[src/rtl/hazard_pkg.sv]
// Shared FSM encoding and forward-select codes for the pipeline hazard logic.
// Latency: n/a (types and constants only).
// Backpressure: n/a.
package hazard_pkg;

    typedef enum logic [1:0] {
        ST_RUN      = 2'd0,
        ST_MC_BUSY  = 2'd1,
        ST_MEM_WAIT = 2'd2
    } hazard_state_t;

    // ID/EX operand source selects.
    localparam logic [1:0] FWD_REGFILE = 2'b00;
    localparam logic [1:0] FWD_EXMEM   = 2'b01;
    localparam logic [1:0] FWD_MEMWB   = 2'b10;

endpackage

[src/rtl/fwd_select_unit.sv]
// Forward-select for one ID source operand; EX/MEM result wins over MEM/WB.
// Latency: purely combinational.
// Backpressure: none; the select is captured only when ID/EX is enabled.
// Ports: i_rs (operand index), i_ex_rd/i_ex_reg_write, i_mem_rd/i_mem_reg_write,
//        o_sel (00 regfile, 01 EX/MEM, 10 MEM/WB).
module fwd_select_unit
    import hazard_pkg::*;
#(
    parameter int REG_ADDR_W = 5
) (
    input  logic [REG_ADDR_W-1:0] i_rs,
    input  logic [REG_ADDR_W-1:0] i_ex_rd,
    input  logic                  i_ex_reg_write,
    input  logic [REG_ADDR_W-1:0] i_mem_rd,
    input  logic                  i_mem_reg_write,
    output logic [1:0]            o_sel
);

    logic w_ex_hit;
    logic w_mem_hit;

    // x0 is hard-wired zero, so a write to it never produces a forwardable value.
    assign w_ex_hit  = i_ex_reg_write  && (i_ex_rd  != '0) && (i_ex_rd  == i_rs);
    assign w_mem_hit = i_mem_reg_write && (i_mem_rd != '0) && (i_mem_rd == i_rs);

    always_comb begin
        o_sel = FWD_REGFILE;
        if (w_ex_hit) begin
            o_sel = FWD_EXMEM;
        end else if (w_mem_hit) begin
            o_sel = FWD_MEMWB;
        end
    end

endmodule

[src/rtl/hazard_stall_controller.sv]
// Pipeline sequencer: PC/IF-ID/ID-EX/EX-MEM enables and flushes, ID forward selects, stall counter.
// Latency: all enables, flushes and selects are combinational from state and inputs.
// Backpressure: dmem_ready=0 freezes every stage; multi-cycle EX ops and load-use freeze upstream.
// Ports: i_clk, i_rst_n (sync, active-low); ID operands i_id_rs*/i_id_rs*_used; EX/MEM
//        destinations and write/load flags; i_ex_mc_start/i_ex_mc_cycles; i_branch_taken;
//        i_dmem_ready; outputs o_*_en, o_*_flush, o_exmem_bubble, o_fwd_rs*_sel, o_busy,
//        o_stall_count.
module hazard_stall_controller
    import hazard_pkg::*;
#(
    parameter int REG_ADDR_W = 5,
    parameter int MC_CNT_W   = 6,
    parameter int PERF_W     = 32
) (
    input  logic                  i_clk,
    input  logic                  i_rst_n,
    input  logic [REG_ADDR_W-1:0] i_id_rs1,
    input  logic [REG_ADDR_W-1:0] i_id_rs2,
    input  logic                  i_id_rs1_used,
    input  logic                  i_id_rs2_used,
    input  logic [REG_ADDR_W-1:0] i_ex_rd,
    input  logic                  i_ex_reg_write,
    input  logic                  i_ex_mem_read,
    input  logic [REG_ADDR_W-1:0] i_mem_rd,
    input  logic                  i_mem_reg_write,
    input  logic                  i_ex_mc_start,
    input  logic [MC_CNT_W-1:0]   i_ex_mc_cycles,
    input  logic                  i_branch_taken,
    input  logic                  i_dmem_ready,
    output logic                  o_pc_en,
    output logic                  o_ifid_en,
    output logic                  o_idex_en,
    output logic                  o_exmem_en,
    output logic                  o_ifid_flush,
    output logic                  o_idex_flush,
    output logic                  o_exmem_bubble,
    output logic [1:0]            o_fwd_rs1_sel,
    output logic [1:0]            o_fwd_rs2_sel,
    output logic                  o_busy,
    output logic [PERF_W-1:0]     o_stall_count
);

    hazard_state_t         r_state;
    hazard_state_t         w_state_nxt;
    hazard_state_t         w_eff_state;
    logic [MC_CNT_W-1:0]   r_mc_cnt;
    logic [MC_CNT_W-1:0]   w_mc_cnt_nxt;
    logic [PERF_W-1:0]     r_stall_count;

    logic                  w_pc_en;
    logic                  w_ifid_en;
    logic                  w_idex_en;
    logic                  w_exmem_en;
    logic                  w_ifid_flush;
    logic                  w_idex_flush;
    logic                  w_exmem_bubble;
    logic                  w_load_use;
    logic                  w_mc_long;
    logic [MC_CNT_W-1:0]   w_mc_rem;
    logic [1:0]            w_fwd_rs1;
    logic [1:0]            w_fwd_rs2;

    fwd_select_unit #(.REG_ADDR_W(REG_ADDR_W)) u_fwd_rs1 (
        .i_rs            (i_id_rs1),
        .i_ex_rd         (i_ex_rd),
        .i_ex_reg_write  (i_ex_reg_write),
        .i_mem_rd        (i_mem_rd),
        .i_mem_reg_write (i_mem_reg_write),
        .o_sel           (w_fwd_rs1)
    );

    fwd_select_unit #(.REG_ADDR_W(REG_ADDR_W)) u_fwd_rs2 (
        .i_rs            (i_id_rs2),
        .i_ex_rd         (i_ex_rd),
        .i_ex_reg_write  (i_ex_reg_write),
        .i_mem_rd        (i_mem_rd),
        .i_mem_reg_write (i_mem_reg_write),
        .o_sel           (w_fwd_rs2)
    );

    assign w_load_use = i_ex_mem_read && (i_ex_rd != '0) &&
                        ((i_id_rs1_used && (i_id_rs1 == i_ex_rd)) ||
                         (i_id_rs2_used && (i_id_rs2 == i_ex_rd)));

    // r_mc_cnt holds the number of MC_BUSY cycles still to spend frozen. The start
    // cycle is itself a frozen cycle, so an N-cycle op needs N-2 MC_BUSY cycles
    // and the PC is held for N-1 cycles; the result is captured on the next RUN cycle.
    assign w_mc_long = i_ex_mc_start && (i_ex_mc_cycles >= MC_CNT_W'(2));
    assign w_mc_rem  = i_ex_mc_cycles - MC_CNT_W'(2);

    // Leaving a memory wait resumes whatever was interrupted, in the same cycle.
    assign w_eff_state = (r_state == ST_MEM_WAIT) ?
                         ((r_mc_cnt != '0) ? ST_MC_BUSY : ST_RUN) : r_state;

    always_comb begin
        w_pc_en        = 1'b1;
        w_ifid_en      = 1'b1;
        w_idex_en      = 1'b1;
        w_exmem_en     = 1'b1;
        w_ifid_flush   = 1'b0;
        w_idex_flush   = 1'b0;
        w_exmem_bubble = 1'b0;
        w_state_nxt    = r_state;
        w_mc_cnt_nxt   = r_mc_cnt;

        if (!i_rst_n) begin
            w_pc_en      = 1'b0;
            w_ifid_en    = 1'b0;
            w_idex_en    = 1'b0;
            w_exmem_en   = 1'b0;
            w_ifid_flush = 1'b1;
            w_idex_flush = 1'b1;
            w_state_nxt  = ST_RUN;
            w_mc_cnt_nxt = '0;
        end else if (!i_dmem_ready) begin
            // Full freeze; the multi-cycle countdown is parked, not lost.
            w_pc_en     = 1'b0;
            w_ifid_en   = 1'b0;
            w_idex_en   = 1'b0;
            w_exmem_en  = 1'b0;
            w_state_nxt = ST_MEM_WAIT;
        end else begin
            case (w_eff_state)
                ST_MC_BUSY: begin
                    w_pc_en        = 1'b0;
                    w_ifid_en      = 1'b0;
                    w_idex_en      = 1'b0;
                    w_exmem_bubble = 1'b1;
                    if (r_mc_cnt <= MC_CNT_W'(1)) begin
                        w_state_nxt  = ST_RUN;
                        w_mc_cnt_nxt = '0;
                    end else begin
                        w_state_nxt  = ST_MC_BUSY;
                        w_mc_cnt_nxt = r_mc_cnt - MC_CNT_W'(1);
                    end
                end
                default: begin
                    w_state_nxt = ST_RUN;
                    if (w_mc_long) begin
                        w_pc_en        = 1'b0;
                        w_ifid_en      = 1'b0;
                        w_idex_en      = 1'b0;
                        w_exmem_bubble = 1'b1;
                        w_mc_cnt_nxt   = w_mc_rem;
                        // A 2-cycle op is fully covered by the start cycle alone.
                        w_state_nxt    = (w_mc_rem != '0) ? ST_MC_BUSY : ST_RUN;
                    end else if (i_branch_taken) begin
                        w_ifid_flush = 1'b1;
                        w_idex_flush = 1'b1;
                    end else if (w_load_use) begin
                        w_pc_en      = 1'b0;
                        w_ifid_en    = 1'b0;
                        w_idex_flush = 1'b1;
                    end
                end
            endcase
        end
    end

    always_ff @(posedge i_clk) begin
        if (!i_rst_n) begin
            r_state       <= ST_RUN;
            r_mc_cnt      <= '0;
            r_stall_count <= '0;
        end else begin
            r_state  <= w_state_nxt;
            r_mc_cnt <= w_mc_cnt_nxt;
            if (!w_pc_en && (r_stall_count != '1)) begin
                r_stall_count <= r_stall_count + PERF_W'(1);
            end
        end
    end

    assign o_pc_en        = w_pc_en;
    assign o_ifid_en      = w_ifid_en;
    assign o_idex_en      = w_idex_en;
    assign o_exmem_en     = w_exmem_en;
    assign o_ifid_flush   = w_ifid_flush;
    assign o_idex_flush   = w_idex_flush;
    assign o_exmem_bubble = w_exmem_bubble;
    assign o_fwd_rs1_sel  = i_rst_n ? w_fwd_rs1 : FWD_REGFILE;
    assign o_fwd_rs2_sel  = i_rst_n ? w_fwd_rs2 : FWD_REGFILE;
    assign o_busy         = i_rst_n && (r_state != ST_RUN);
    assign o_stall_count  = r_stall_count;

endmodule

[config.mk]
export PLATFORM = sky130hd
export DESIGN_NAME = hazard_stall_controller
export DESIGN_NICKNAME = d
export VERILOG_FILES = /design/src/rtl/hazard_pkg.sv /design/src/rtl/fwd_select_unit.sv /design/src/rtl/hazard_stall_controller.sv
export SDC_FILE = /design/constraint.sdc
export NUM_CORES = 1
export LEC_CHECK = 0
export CAP_MARGIN = 20
export CORE_MARGIN = 1
export CORE_UTILIZATION = 25
export CTS_CLUSTER_SIZE = 10
export DETAILED_ROUTE_END_ITERATION = 8
export GPL_TIMING_DRIVEN = 0
export MAX_ROUTING_LAYER = met4
export PLACE_DENSITY_LB_ADDON = 0.3
export REMOVE_ABC_BUFFERS = 1
export SYNTH_ARGS = -nofsm -noshare
export SYNTH_HDL_FRONTEND = slang
export SYNTH_SLANG_ARGS = --single-unit
export TNS_END_PERCENT = 30
[constraint.sdc]
create_clock -name i_clk -period 4.8 [get_ports i_clk]
set_clock_uncertainty 0.15 [all_clocks]
set_input_delay 1.44 -clock i_clk [delete_from_list [all_inputs] [get_ports i_clk]]
set_output_delay 1.44 -clock i_clk [all_outputs]
set_load 0.05 [all_outputs]
; Word-level counts from Yosys, hierarchy flattened
; Cells that the tools add are included.
[word_totals]
register_bits = 40
latch_bits = 0
ram_bits = 0
romBits = 0
in_bits = 36
out_inout_bits = 44
word_cells = 84
mem_count = 0
[classes]
add_sub_neg = 3
mul = 0
div = 0
n_lt_le_gt_ge = 2
n_eq_ne = 9
shifts = 0
n_mux = 43
n_bitwise = 0
n_reduce_logical = 23
[ops]
columns = operator, n
row1 = $add A32 B1 Y32 const B, 1
row2 = $ne A32 B32 Y1 const B, 1
row3 = $mux W1, 31
row4 = $eq A5 B5 Y1, 6
row5 = $mux W2, 9
row6 = $mux W6, 3
row7 = $logic_and A1 B1 Y1, 13
row8 = $reduce_bool A6 Y1, 2
row9 = $reduce_bool A5 Y1, 2
row10 = $ge A6 B2 Y1 const B, 1
row11 = $le A6 B1 Y1 const B, 1
row12 = $sub A6 B1 Y6 const B, 1
row13 = $sub A6 B2 Y6 const B, 1
row14 = $reduce_and A2 Y1, 2
row15 = $reduce_bool A2 Y1, 2
row16 = $eq A2 B1 Y1 const B, 1
row17 = $eq A2 B2 Y1 const B, 1
row18 = $logic_not A1 Y1, 1
row19 = $logic_or A1 B1 Y1, 1

; Logic depth before layout (Yosys ltp)
; Gate-level depths: netlist (run 1).
[depth]
word_depth = 12
ltp_mapped = 10

; Modules after synthesis
; Synthesis (run 1) repeated with hierarchy kept, for this count alone.
[hier_totals]
hier_cells = 354
area_unflattened_um2 = 2927.8
[by_module_without_submodules]
columns = module, n_inst, cells_each, area_per_inst_um2, seq_area_each_um2
row1 = hazard_stall_controller, 1, 312, 2610.0, 800.8
row2 = fwd_select_unit, 2, 21, 158.9, 0.0

; Worst setup path before layout (run 1)
; OpenSTA, ideal clock, no wires.
[synth_path]
path_type = input to output
from = input port i_ex_rd[1]
to = output port o_pc_en
t_arrival_ns = 3.590
required_ns = 3.210
path_slack_ns = -0.380
path_stages = 8
path_cell_list = or4_1 nor2_1 nor3b_1 o21ai_0 clkbuf_1 buf_2 and2_1 buf_4
[synth_between]
elab_chain_len = 10
elab_cells_between_ends = 14
[synth_lines]
columns = item, line_no
row1 = "start, declared", hazard_stall_controller.sv:21  ; input logic [REG_ADDR_W-1:0] i_ex_rd,
row2 = "$eq A5 B5 Y1, on equally long branches", "hazard_stall_controller.sv:82, hazard_stall_controller.sv:83"
row3 = "$logic_and A1 B1 Y1, on equally long branches", "hazard_stall_controller.sv:82, hazard_stall_controller.sv:83"
row4 = $logic_or A1 B1 Y1, hazard_stall_controller.sv:82  ; ((i_id_rs1_used && (i_id_rs1 == i_ex_rd)) ||
row5 = $logic_and A1 B1 Y1 (*), hazard_stall_controller.sv:81  ; assign w_load_use = i_ex_mem_read && (i_ex_rd != '0) &&
row6 = $mux W1 (*) (6 in a row), n/a
row7 = "end, declared", hazard_stall_controller.sv:30  ; output logic o_pc_en,
; Every way passes the cells marked *; elsewhere a longest branch is shown, timed or not.

; Worst setup path in the final report (run 1)
[layout_path]
from = input port i_ex_mc_cycles[3]
to = output port o_idex_flush
[layout_between]
elab_chain_len = 6
[layout_lines]
columns = item, line_no
row1 = "start, declared", hazard_stall_controller.sv:27  ; input logic [MC_CNT_W-1:0] i_ex_mc_cycles,
row2 = $ge A6 B2 Y1, hazard_stall_controller.sv:88  ; assign w_mc_long = i_ex_mc_start && (i_ex_mc_cycles >= MC_CNT_W'(2));
row3 = $logic_and A1 B1 Y1, hazard_stall_controller.sv:88
row4 = $mux W1, hazard_stall_controller.sv:139  ; if (w_mc_long) begin
row5 = $mux W1, hazard_stall_controller.sv:123  ; case (w_eff_state)
row6 = $mux W1, hazard_stall_controller.sv:115  ; end else if (!i_dmem_ready) begin
row7 = $mux W1, hazard_stall_controller.sv:106  ; if (!i_rst_n) begin
row8 = "end, declared", hazard_stall_controller.sv:35  ; output logic o_idex_flush,
; No other way between the ends.

==> flow_metrics.py, run 1 <==
metrics = {
    "drt": {
        "drt_pre_antenna_iters": 4,
        "wl_per_cell_um": 14.6,
        "ant_nets": 0,
        "vias_per_cell": 4.87,
        "via_count": 2694,
        "first_iter_violations": 90,
        "drcViolationCount": 0,
        "wl_um": 8080,
    },
    "cts": {
        "worstSkewPairLatency_ns": 0.29,
        "clock_sinks": 40,
        "clockBufferDepth": 2,
        "ctsRootBufferMaster": "clkbuf_8",
        "clk_pin_slew_worst_paths_ns": 0.08,
        "numCtsBuffers": 5,
        "htree_levels": 2,
        "cts_tree": "built",
    },
    "power": {
        "power_switching_w": 0.000244,
        "switching_share": 0.312,
        "power_density_mw_per_mm2": 210,
        "pwr-share-clk": 0.301,
        "internal_power_w": 0.000540,
        "leakage_nw": 1.37,
        "p_seq_frac": 0.448,
        "p_comb_frac": 0.251,
        "worst_ir_drop_vdd_mv": 0.134,
    },
    "cells_and_area": {
        "fillers": 1079,
        "multi_input_area_mm2": 0.00177,
        "seq_area_um2": 801,
        "stdcell_area_mm2": 0.00374,
        "insertedDiodeCount": 0,
        "fin_nets": 457,
        "utilization": 0.364,
        "syn_to_final_growth_pct": 42.4,
        "drive_above_1_share": 0.103,
    },
    "place": {
        "place_area_mm2": 0.00354,
        "dp_slack_ns": -1.66,
        "dp_hpwl_um": 5460,
        "routabilityCongestion": 0.793,
        "portBuffers": 79,
    },
    "worst_hold_path": {
        "hp-class": "reg -> reg",
        "min_path_cells": 2,
        "hp-start": "o_stall_count[26]",
    },
    "worst_setup_path": {
        "timing.rr.start": "o_stall_count[4]",
        "endpoint_kind": "primary output",
        "reg2reg_depth": 6,
        "crit_fanout": 5,
        "r2r_setup_slack_ns": 1.68,
        "required_ns": 3.21,
        "startpoint_type": "input pin",
        "crit_start": "i_ex_mc_cycles[3]",
        "crit_type": "in -> out",
        "cp.arrival_ns": 3.15,
    },
    "sta": {
        "timing.fmax_mhz": 211,
        "fin_crit_sh": 0.988,
        "setup_ws_ns": 0.0590,
        "grt_setup_unrepaired": "yes",
        "max_slew_margin": 0.381,
        "fin_crit_ns": 4.74,
        "report.final.slew_viol_count": 0,
        "hold_viol": 0,
        "setup_violations": 0,
        "tightest_slew_ns": 0.922,
    },
    "synthesis": {
        "async_reset_ff_frac": 0,
        "yosys.area.top_type": "dfxtp_1",
        "syn-instance-count": 337,
        "synth-seq-cells": 40,
        "synth.cells.most_frequent": "nor2_1 (46), dfxtp_1 (40), xnor2_1 (36), nand2_1 (35), nand3_1 (21)",
        "synth_edf_count": 0,
        "yosysSeqAreaShare": 0.305,
        "synth_top_family_by_area": "simple AND/OR/NAND/NOR gates",
        "avgSynthCellArea_um2": 7.80,
        "synth-compound-area-share": 0.154,
        "yosys_warnings": 0,
        "synth_area_leaders": "dfxtp_1 (30%), xnor2_1 (12%), nor2_1 (6.6%)",
        "synth.mux.area_fraction": 0.0267,
        "synth.most_common_cell": "nor2_1",
        "netlist.area_leader.share": 0.305,
        "synth_xor_area_frac": 0.147,
        "synthAdderAreaFrac": 0.0238,
        "synthFlopType": "dfxtp_1",
        "yosys.area_share.simple": 0.300,
        "synthesis.area_mm2": 0.00263,
        "ys_types": 45,
    },
    "die": {
        "die_x_um": 105,
        "die_area_mm2": 0.0109,
        "die_y_um": 105,
        "core-area_mm2": 0.0103,
        "rows": 37,
        "io_pins": 80,
        "initial_utilization": 0.256,
    },
    "run": {
        "drv_cap": 0,
    },
    "status": {
        "outcome": "completed",
    },
    "global_route": {
        "grt_overflow_total": 0,
        "grt_pass1_wl_um": 13400,
        "grt_use_total": 0.157,
        "antenna_found_initial": 0,
        "grt_max_degree": 27,
        "grt_pass1_vias": 2677,
    },
}
-- what timing repair did --
item,CTS,global route
hold buffers,0,0
pin swaps,1,1
buffers inserted,4,0
endpoints found under the setup margin,12,10
gates resized for setup,45,21
gates cloned,3,0
-- final cells by class --
cell class | count | area share
multi-input combinational | 273 | 0.473
timing repair buffer | 85 | 0.231
sequential | 40 | 0.214
tap | 136 | 0.0455
clock buffer | 8 | 0.0241
inverter | 10 | 0.0110
timing repair inverter | 1 | 0.00134
-- state kept, by name, indices dropped and copies added, names as in the netlist --
signal and count:
o_stall_count 32, r_mc_cnt 6, r_state 2
-- power groups by stage --
stage	sequential [W]	combinational, W	clock (W)
finish	0.000351	0.000197	0.000236
global route	0.000353	0.000216	0.000256
CTS	0.000351	0.000198	0.000241
detailed placement	0.000359	0.000187	0
global placement	0.000359	0.000184	0
floorplan	0.000368	0.0000996	0
-- critical path: stages --
cell and delay (ns):
clkdlybuf4s50_1 0.50, nor3_2 0.27, a31oi_4 0.19, nor3_4 0.23
nand3_1 0.10, nand2_1 0.09, a31o_2 0.10, clkbuf_4 0.22
-- worst paths after layout --
check,to
worst max-delay path,o_idex_flush
worst min-delay path,o_stall_count[26]
worst max register to register,o_stall_count[13]
worst min register to register,o_stall_count[26]
-- placed cells by master (no fill, tap or decap), types with 6 or more instances in the layout --
cell,count
mux2i_1,7
xor2_1,8
nand2_1,35
and3_1,6
xnor2_1,36
a21oi_1,16
dfxtp_1,40
clkbuf_8,6
nand4_1,8
o21ai_0,9
nand2b_1,8
a2111oi_0,7
nor2_1,45
inv_1,9
a211oi_1,7
nand3_1,21
clkdlybuf4s50_1,61
-- metal layers --
| metal | routed length, um | share of wire | GRT usage | vias to the layer above |
|---|---|---|---|---|
| met4 | 155 | 0.019 | 0.0510 | 0 |
| met5 | 0 | 0 | - | - |
| li1 | - | - | - | 1349 |
| met2 | 3930 | 0.49 | 0.259 | 52 |
| met1 | 3740 | 0.46 | 0.193 | 1283 |
| met3 | 250 | 0.031 | 0.0288 | 10 |
-- cells by family after synthesis --
group | Yosys count
buf+inv | 25
mux | 7
xor+xnor | 44
flops | 40
simple gates | 156
fa+ha+maj | 5
compound gates | 60
-- through the flow --
step	hold WS, ns	std cells	setup TNS, ns	total power [W]
2_1_floorplan	0.317	322	-1.37	0.000467
3_3_place_gp	0.319	537	-29.84	0.000543
3_5_place_dp	0.332	538	-11.91	0.000546
4_1_cts	0.345	553	-0.424	0.000790
5_1_grt	0.377	553	-0.0335	0.000825
6_report	0.340	553	0	0.000784
Note: power is estimated with default switching activity, not from simulation.
==> run 2: changes to the inputs <==
--- a/config.mk
+++ b/config.mk
@@ -11,7 +11,6 @@
 export CTS_CLUSTER_SIZE = 10
 export DETAILED_ROUTE_END_ITERATION = 8
 export GPL_TIMING_DRIVEN = 0
-export MAX_ROUTING_LAYER = met4
 export PLACE_DENSITY_LB_ADDON = 0.3
 export REMOVE_ABC_BUFFERS = 1
 export SYNTH_ARGS = -nofsm -noshare
==> constraint.sdc (replaced) <==
create_clock -name i_clk -period 4.8 [get_ports i_clk]
set_clock_uncertainty 0.15 [all_clocks]
set_input_delay 0.72 -clock i_clk [delete_from_list [all_inputs] [get_ports i_clk]]
set_output_delay 0.72 -clock i_clk [all_outputs]
set_load 0.05 [all_outputs]
==> flow_metrics.py, run 2 (synthesized netlist as in run 1, its figures left out) <==
metrics = {
    "drt": {
        "drt_pre_antenna_iters": 4,
        "drcViolationCount": 0,
        "vias_per_cell": 4.82,
        "wl_um": 7780,
        "first_iter_violations": 93,
        "ant_nets": 0,
        "wl_per_cell_um": 14.2,
        "via_count": 2643,
    },
    "sta": {
        "setup_violations": 0,
        "hold_viol": 0,
        "fin_crit_ns": 4.58,
        "timing.fmax_mhz": 218,
        "tightest_slew_ns": 1.00,
        "fin_crit_sh": 0.955,
        "report.final.slew_viol_count": 0,
        "max_slew_margin": 0.331,
        "setup_ws_ns": 0.216,
        "grt_setup_unrepaired": "no",
    },
    "cts": {
        "clk_pin_slew_worst_paths_ns": 0.08,
        "postCtsSetupBuffers": 0,
        "numCtsBuffers": 5,
        "ctsRootBufferMaster": "clkbuf_8",
        "htree_levels": 2,
        "cts_tree": "built",
        "clock_sinks": 40,
        "ctsResizeCount": 1,
        "postCtsHoldBufs": 0,
        "worstSkewPairLatency_ns": 0.29,
        "clockBufferDepth": 2,
    },
    "worst_setup_path": {
        "cpMaxStageDelayCell": "dlygate4sd2_1",
        "startpoint_type": "input pin",
        "required_ns": 3.93,
        "crit_type": "in -> out",
        "slowest_delay_ns": 0.86,
        "cp.arrival_ns": 3.71,
        "timing.rr.start": "o_stall_count[4]",
        "endpoint_kind": "primary output",
        "crit_end": "o_pc_en",
        "reg2reg_depth": 6,
        "path_cells": "dlygate4sd2_1 > nand2_1 > nor3_4 > and2_1 > clkdlybuf4s50_1",
        "crit_start": "i_rst_n",
        "r2r_setup_slack_ns": 1.68,
        "crit_fanout": 25,
        "reg2reg_to": "o_stall_count[13]",
    },
    "place": {
        "routabilityCongestion": 0.782,
        "portBuffers": 79,
        "dp_slack_ns": -0.216,
        "dp_hpwl_um": 5460,
    },
    "die": {
        "die_area_mm2": 0.0109,
        "io_pins": 80,
        "core-area_mm2": 0.0103,
        "die_y_um": 105,
        "die_x_um": 105,
        "rows": 37,
        "initial_utilization": 0.256,
    },
    "power": {
        "internal_power_w": 0.000540,
        "pwr-share-clk": 0.303,
        "switching_share": 0.308,
        "power_switching_w": 0.000241,
        "leakage_nw": 1.27,
        "p_seq_frac": 0.450,
        "power_density_mw_per_mm2": 213,
        "worst_ir_drop_vdd_mv": 0.133,
        "p_comb_frac": 0.247,
    },
    "status": {
        "outcome": "completed",
    },
    "cells_and_area": {
        "layout_common_cells": "clkdlybuf4s50_1 (78), nor2_1 (46), dfxtp_1 (40), xnor2_1 (36), nand2_1 (35)",
        "largest_register_ff_count": 32,
        "final_common_cell": "clkdlybuf4s50_1",
        "fin_nets": 452,
        "drive_above_1_share": 0.0534,
        "insertedDiodeCount": 0,
        "syn_to_final_growth_pct": 39.4,
        "utilization": 0.356,
    },
    "global_route": {
        "antenna_found_initial": 0,
        "grt_max_degree": 33,
        "grt_pass1_wl_um": 12900,
        "grt_use_total": 0.146,
        "grt_overflow_total": 0,
        "grt_pass1_vias": 2625,
    },
    "worst_hold_path": {
        "hp-class": "reg -> reg",
    },
    "run": {
        "drv_cap": 0,
    },
}
[run 2: changes by cell type in the layout (fill, tap and decap cells not counted), sizes merged]
cell,previous run,this run
clkinvlp,2,0
clkdlybuf4s50,61,78
inv,9,10
clkbuf,11,8
clkdlybuf4s15,1,0
buf,11,2
dlymetal6s2s,5,0
dlygate4sd2,3,1
bufbuf,1,0
[run 2: layout make-up]
cell class / count / area (um^2)
fillers: 1088 / 6620
multi-input cells: 273 / 1730
repair buffers: 81 / 832
flip-flops and latches: 40 / 801
well taps: 136 / 170
clock buffers: 8 / 90.1
inverters: 10 / 37.5
[run 2: worst min-delay path by stage]
stage / slack, ns / to / cells past startpoint / startpoint
final: 0.34 / o_stall_count[26] / 2 / o_stall_count[26]
after global routing: 0.38 / o_stall_count[26] / 2 / o_stall_count[26]
after CTS: 0.35 / o_stall_count[26] / 2 / o_stall_count[26]
after detailed placement: 0.33 / o_stall_count[26] / 2 / o_stall_count[26]
after global placement: 0.32 / o_stall_count[26] / 2 / o_stall_count[26]
after floorplan: 0.32 / r_mc_cnt[5] / 2 / r_mc_cnt[5]
[run 2: power by group through the flow]
| stage | Clock, W | Sequential [W] | Combinational, W |
|---|---|---|---|
| after floorplan | 0 | 0.000368 | 0.0000996 |
| final | 0.000236 | 0.000351 | 0.000193 |
| after global placement | 0 | 0.000359 | 0.000184 |
| after detailed placement | 0 | 0.000359 | 0.000187 |
| after global routing | 0.000256 | 0.000353 | 0.000212 |
| after CTS | 0.000241 | 0.000351 | 0.000190 |
[run 2: layer usage]
layer  vias to the layer above  GRT usage  routed length, um
li1                       1344          -                  -
met2                        50      0.247               3780
met3                         8     0.0338                284
met1                      1241      0.183               3620
met4                         0     0.0429                 94
met5                         -          0                  0
[run 2: metrics by stage]
step	hold slack, ns	total power (W)	instance area, um^2	instances	TNS (ns)
floorplan	0.317	0.000467	2550	322	0
global placement	0.319	0.000543	3510	537	-2.26
detailed placement	0.332	0.000546	3540	538	-0.521
CTS	0.345	0.000782	3630	547	0
global route	0.377	0.000821	3660	548	0
finish	0.343	0.000780	3660	548	0
[run 2: worst max-delay path, delay by kind of cell]
kind / cells / cell delay (ns)
AND/OR/NAND/NOR: 3 / 1.31
buffers and inverters: 2 / 1.67
==> run 3: changes to the inputs <==
--- a/config.mk
+++ b/config.mk
@@ -5,7 +5,6 @@
 export SDC_FILE = /design/constraint.sdc
 export NUM_CORES = 1
 export LEC_CHECK = 0
-export CAP_MARGIN = 20
 export CORE_MARGIN = 1
 export CORE_UTILIZATION = 25
 export CTS_CLUSTER_SIZE = 10
==> flow_metrics.py, run 3 (synthesized netlist as in run 1, its figures left out) <==
metrics = {
    "worst_setup_path": {
        "reg2reg_to": "o_stall_count[13]",
        "endpoint_kind": "primary output",
        "reg2reg_depth": 6,
        "cp.arrival_ns": 3.71,
        "r2r_setup_slack_ns": 1.69,
        "cpMaxStageDelayCell": "dlygate4sd2_1",
        "required_ns": 3.93,
        "path_buf_inv": 2,
        "path_cells": "dlygate4sd2_1 > nand2_1 > nor3_4 > and2_1 > clkdlybuf4s50_1",
        "startpoint_type": "input pin",
        "critPathTopFamily": "buffers and inverters",
        "slowest_delay_ns": 0.87,
        "crit_fanout": 25,
        "timing.rr.start": "o_stall_count[4]",
        "crit_type": "in -> out",
    },
    "power": {
        "leakage_nw": 1.25,
        "power_density_mw_per_mm2": 213,
        "p_total_w": 0.000776,
        "worst_ir_drop_vdd_mv": 0.132,
    },
    "sta": {
        "fin_hold_ws_ns": 0.346,
        "setup_violations": 0,
        "report.final.slew_viol_count": 0,
        "tightest_slew_ns": 1.07,
        "hold_viol": 0,
        "fin_setup_tns_ns": 0,
        "max_slew_margin": 0.289,
        "setup_ws_ns": 0.217,
        "fin_crit_sh": 0.955,
        "grt_setup_unrepaired": "no",
        "fin_crit_ns": 4.58,
        "timing.fmax_mhz": 218,
    },
    "cells_and_area": {
        "fin_nets": 451,
        "stdcell_area_mm2": 0.00363,
        "fillers": 1090,
        "syn_to_final_growth_pct": 38.3,
        "insertedDiodeCount": 0,
        "final_common_cell": "clkdlybuf4s50_1",
        "drive_above_1_share": 0.0511,
        "layout_common_cells": "clkdlybuf4s50_1 (78), nor2_1 (46), dfxtp_1 (40), xnor2_1 (36), nand2_1 (35)",
        "largest_register_ff_count": 32,
    },
    "drt": {
        "wl_per_cell_um": 14.1,
        "via_count": 2655,
        "wl_um": 7720,
        "first_iter_violations": 75,
        "drt_pre_antenna_iters": 4,
        "drcViolationCount": 0,
        "vias_per_cell": 4.85,
        "ant_nets": 0,
    },
    "cts": {
        "ctsResizeCount": 1,
        "worstSkewPairLatency_ns": 0.29,
        "clock_sinks": 40,
        "htree_levels": 2,
        "postCtsHoldBufs": 0,
        "clockBufferDepth": 2,
        "cts_tree": "built",
        "numCtsBuffers": 5,
        "ctsRootBufferMaster": "clkbuf_8",
        "postCtsSetupBuffers": 0,
        "clk_pin_slew_worst_paths_ns": 0.08,
    },
    "worst_hold_path": {
        "hp-class": "reg -> reg",
        "min_path_cells": 2,
        "hp-start": "o_stall_count[26]",
        "hold_path_end": "o_stall_count[26]",
    },
    "die": {
        "core-area_mm2": 0.0103,
        "die_area_mm2": 0.0109,
        "initial_utilization": 0.256,
        "die_x_um": 105,
        "rows": 37,
        "io_pins": 80,
        "die_y_um": 105,
    },
    "place": {
        "dp_slack_ns": -0.216,
        "dp_hpwl_um": 5460,
        "portBuffers": 79,
        "place_area_mm2": 0.00354,
        "routabilityCongestion": 0.782,
    },
    "global_route": {
        "grt_pass1_vias": 2625,
        "grt_pass1_wl_um": 12900,
        "antenna_found_initial": 0,
        "grt_use_total": 0.146,
        "grt_max_degree": 33,
        "grt_overflow_total": 0,
    },
    "run": {
        "drv_cap": 0,
    },
    "status": {
        "outcome": "completed",
    },
}
## run 3: changes by cell type in the layout (fill, tap and decap cells not counted)
cell / delta
buf_16: -1
## run 3: report_power, final
part	switching, W	internal [W]
Clock	0.000117	0.000117
Sequential	0.0000107	0.000341
Combinational	0.000110	0.0000795
## run 3: worst reg2reg max path, stage by stage (launching register included)
cell and delay, ns:
dfxtp_1 0.44, nand4_2 0.19, or4_1 0.72, nor4_4 0.88, a21oi_2 0.28, nand4_1 0.21, mux2i_1 0.18
## run 3: per-layer routing
layer	global-route usage	share of wire	vias up
met4	0.0429	0.012	0
met2	0.247	0.49	55
li1	-	-	1338
met1	0.183	0.46	1253
met3	0.0338	0.042	9
met5	0	0	-
## run 3: final cells by class
| type | count | area [um^2] | area share |
|---|---|---|---|
| flip-flops and latches | 40 | 801 | 0.220 |
| inverters | 10 | 37.5 | 0.0103 |
| well taps | 136 | 170 | 0.0468 |
| multi-input cells | 273 | 1730 | 0.476 |
| repair buffers | 80 | 805 | 0.221 |
| clock buffers | 8 | 90.1 | 0.0248 |
## run 3: worst max path at each step
stage                startpoint        end  slack, ns  depth (start not counted)
floorplan           r_mc_cnt[2]  o_ifid_en       0.63                          5
global route            i_rst_n  o_ifid_en       0.02                          5
detailed placement      i_rst_n    o_pc_en      -0.22                          5
finish                  i_rst_n    o_pc_en       0.22                          5
global placement     i_ex_rd[0]  o_ifid_en      -0.78                          7
CTS                     i_rst_n    o_pc_en       0.20                          5
## run 3: stage by stage
step,cells,util
floorplan,322,-
global placement,537,0.342
detailed placement,538,0.344
CTS,547,0.354
global route,547,0.354
finish,547,0.354
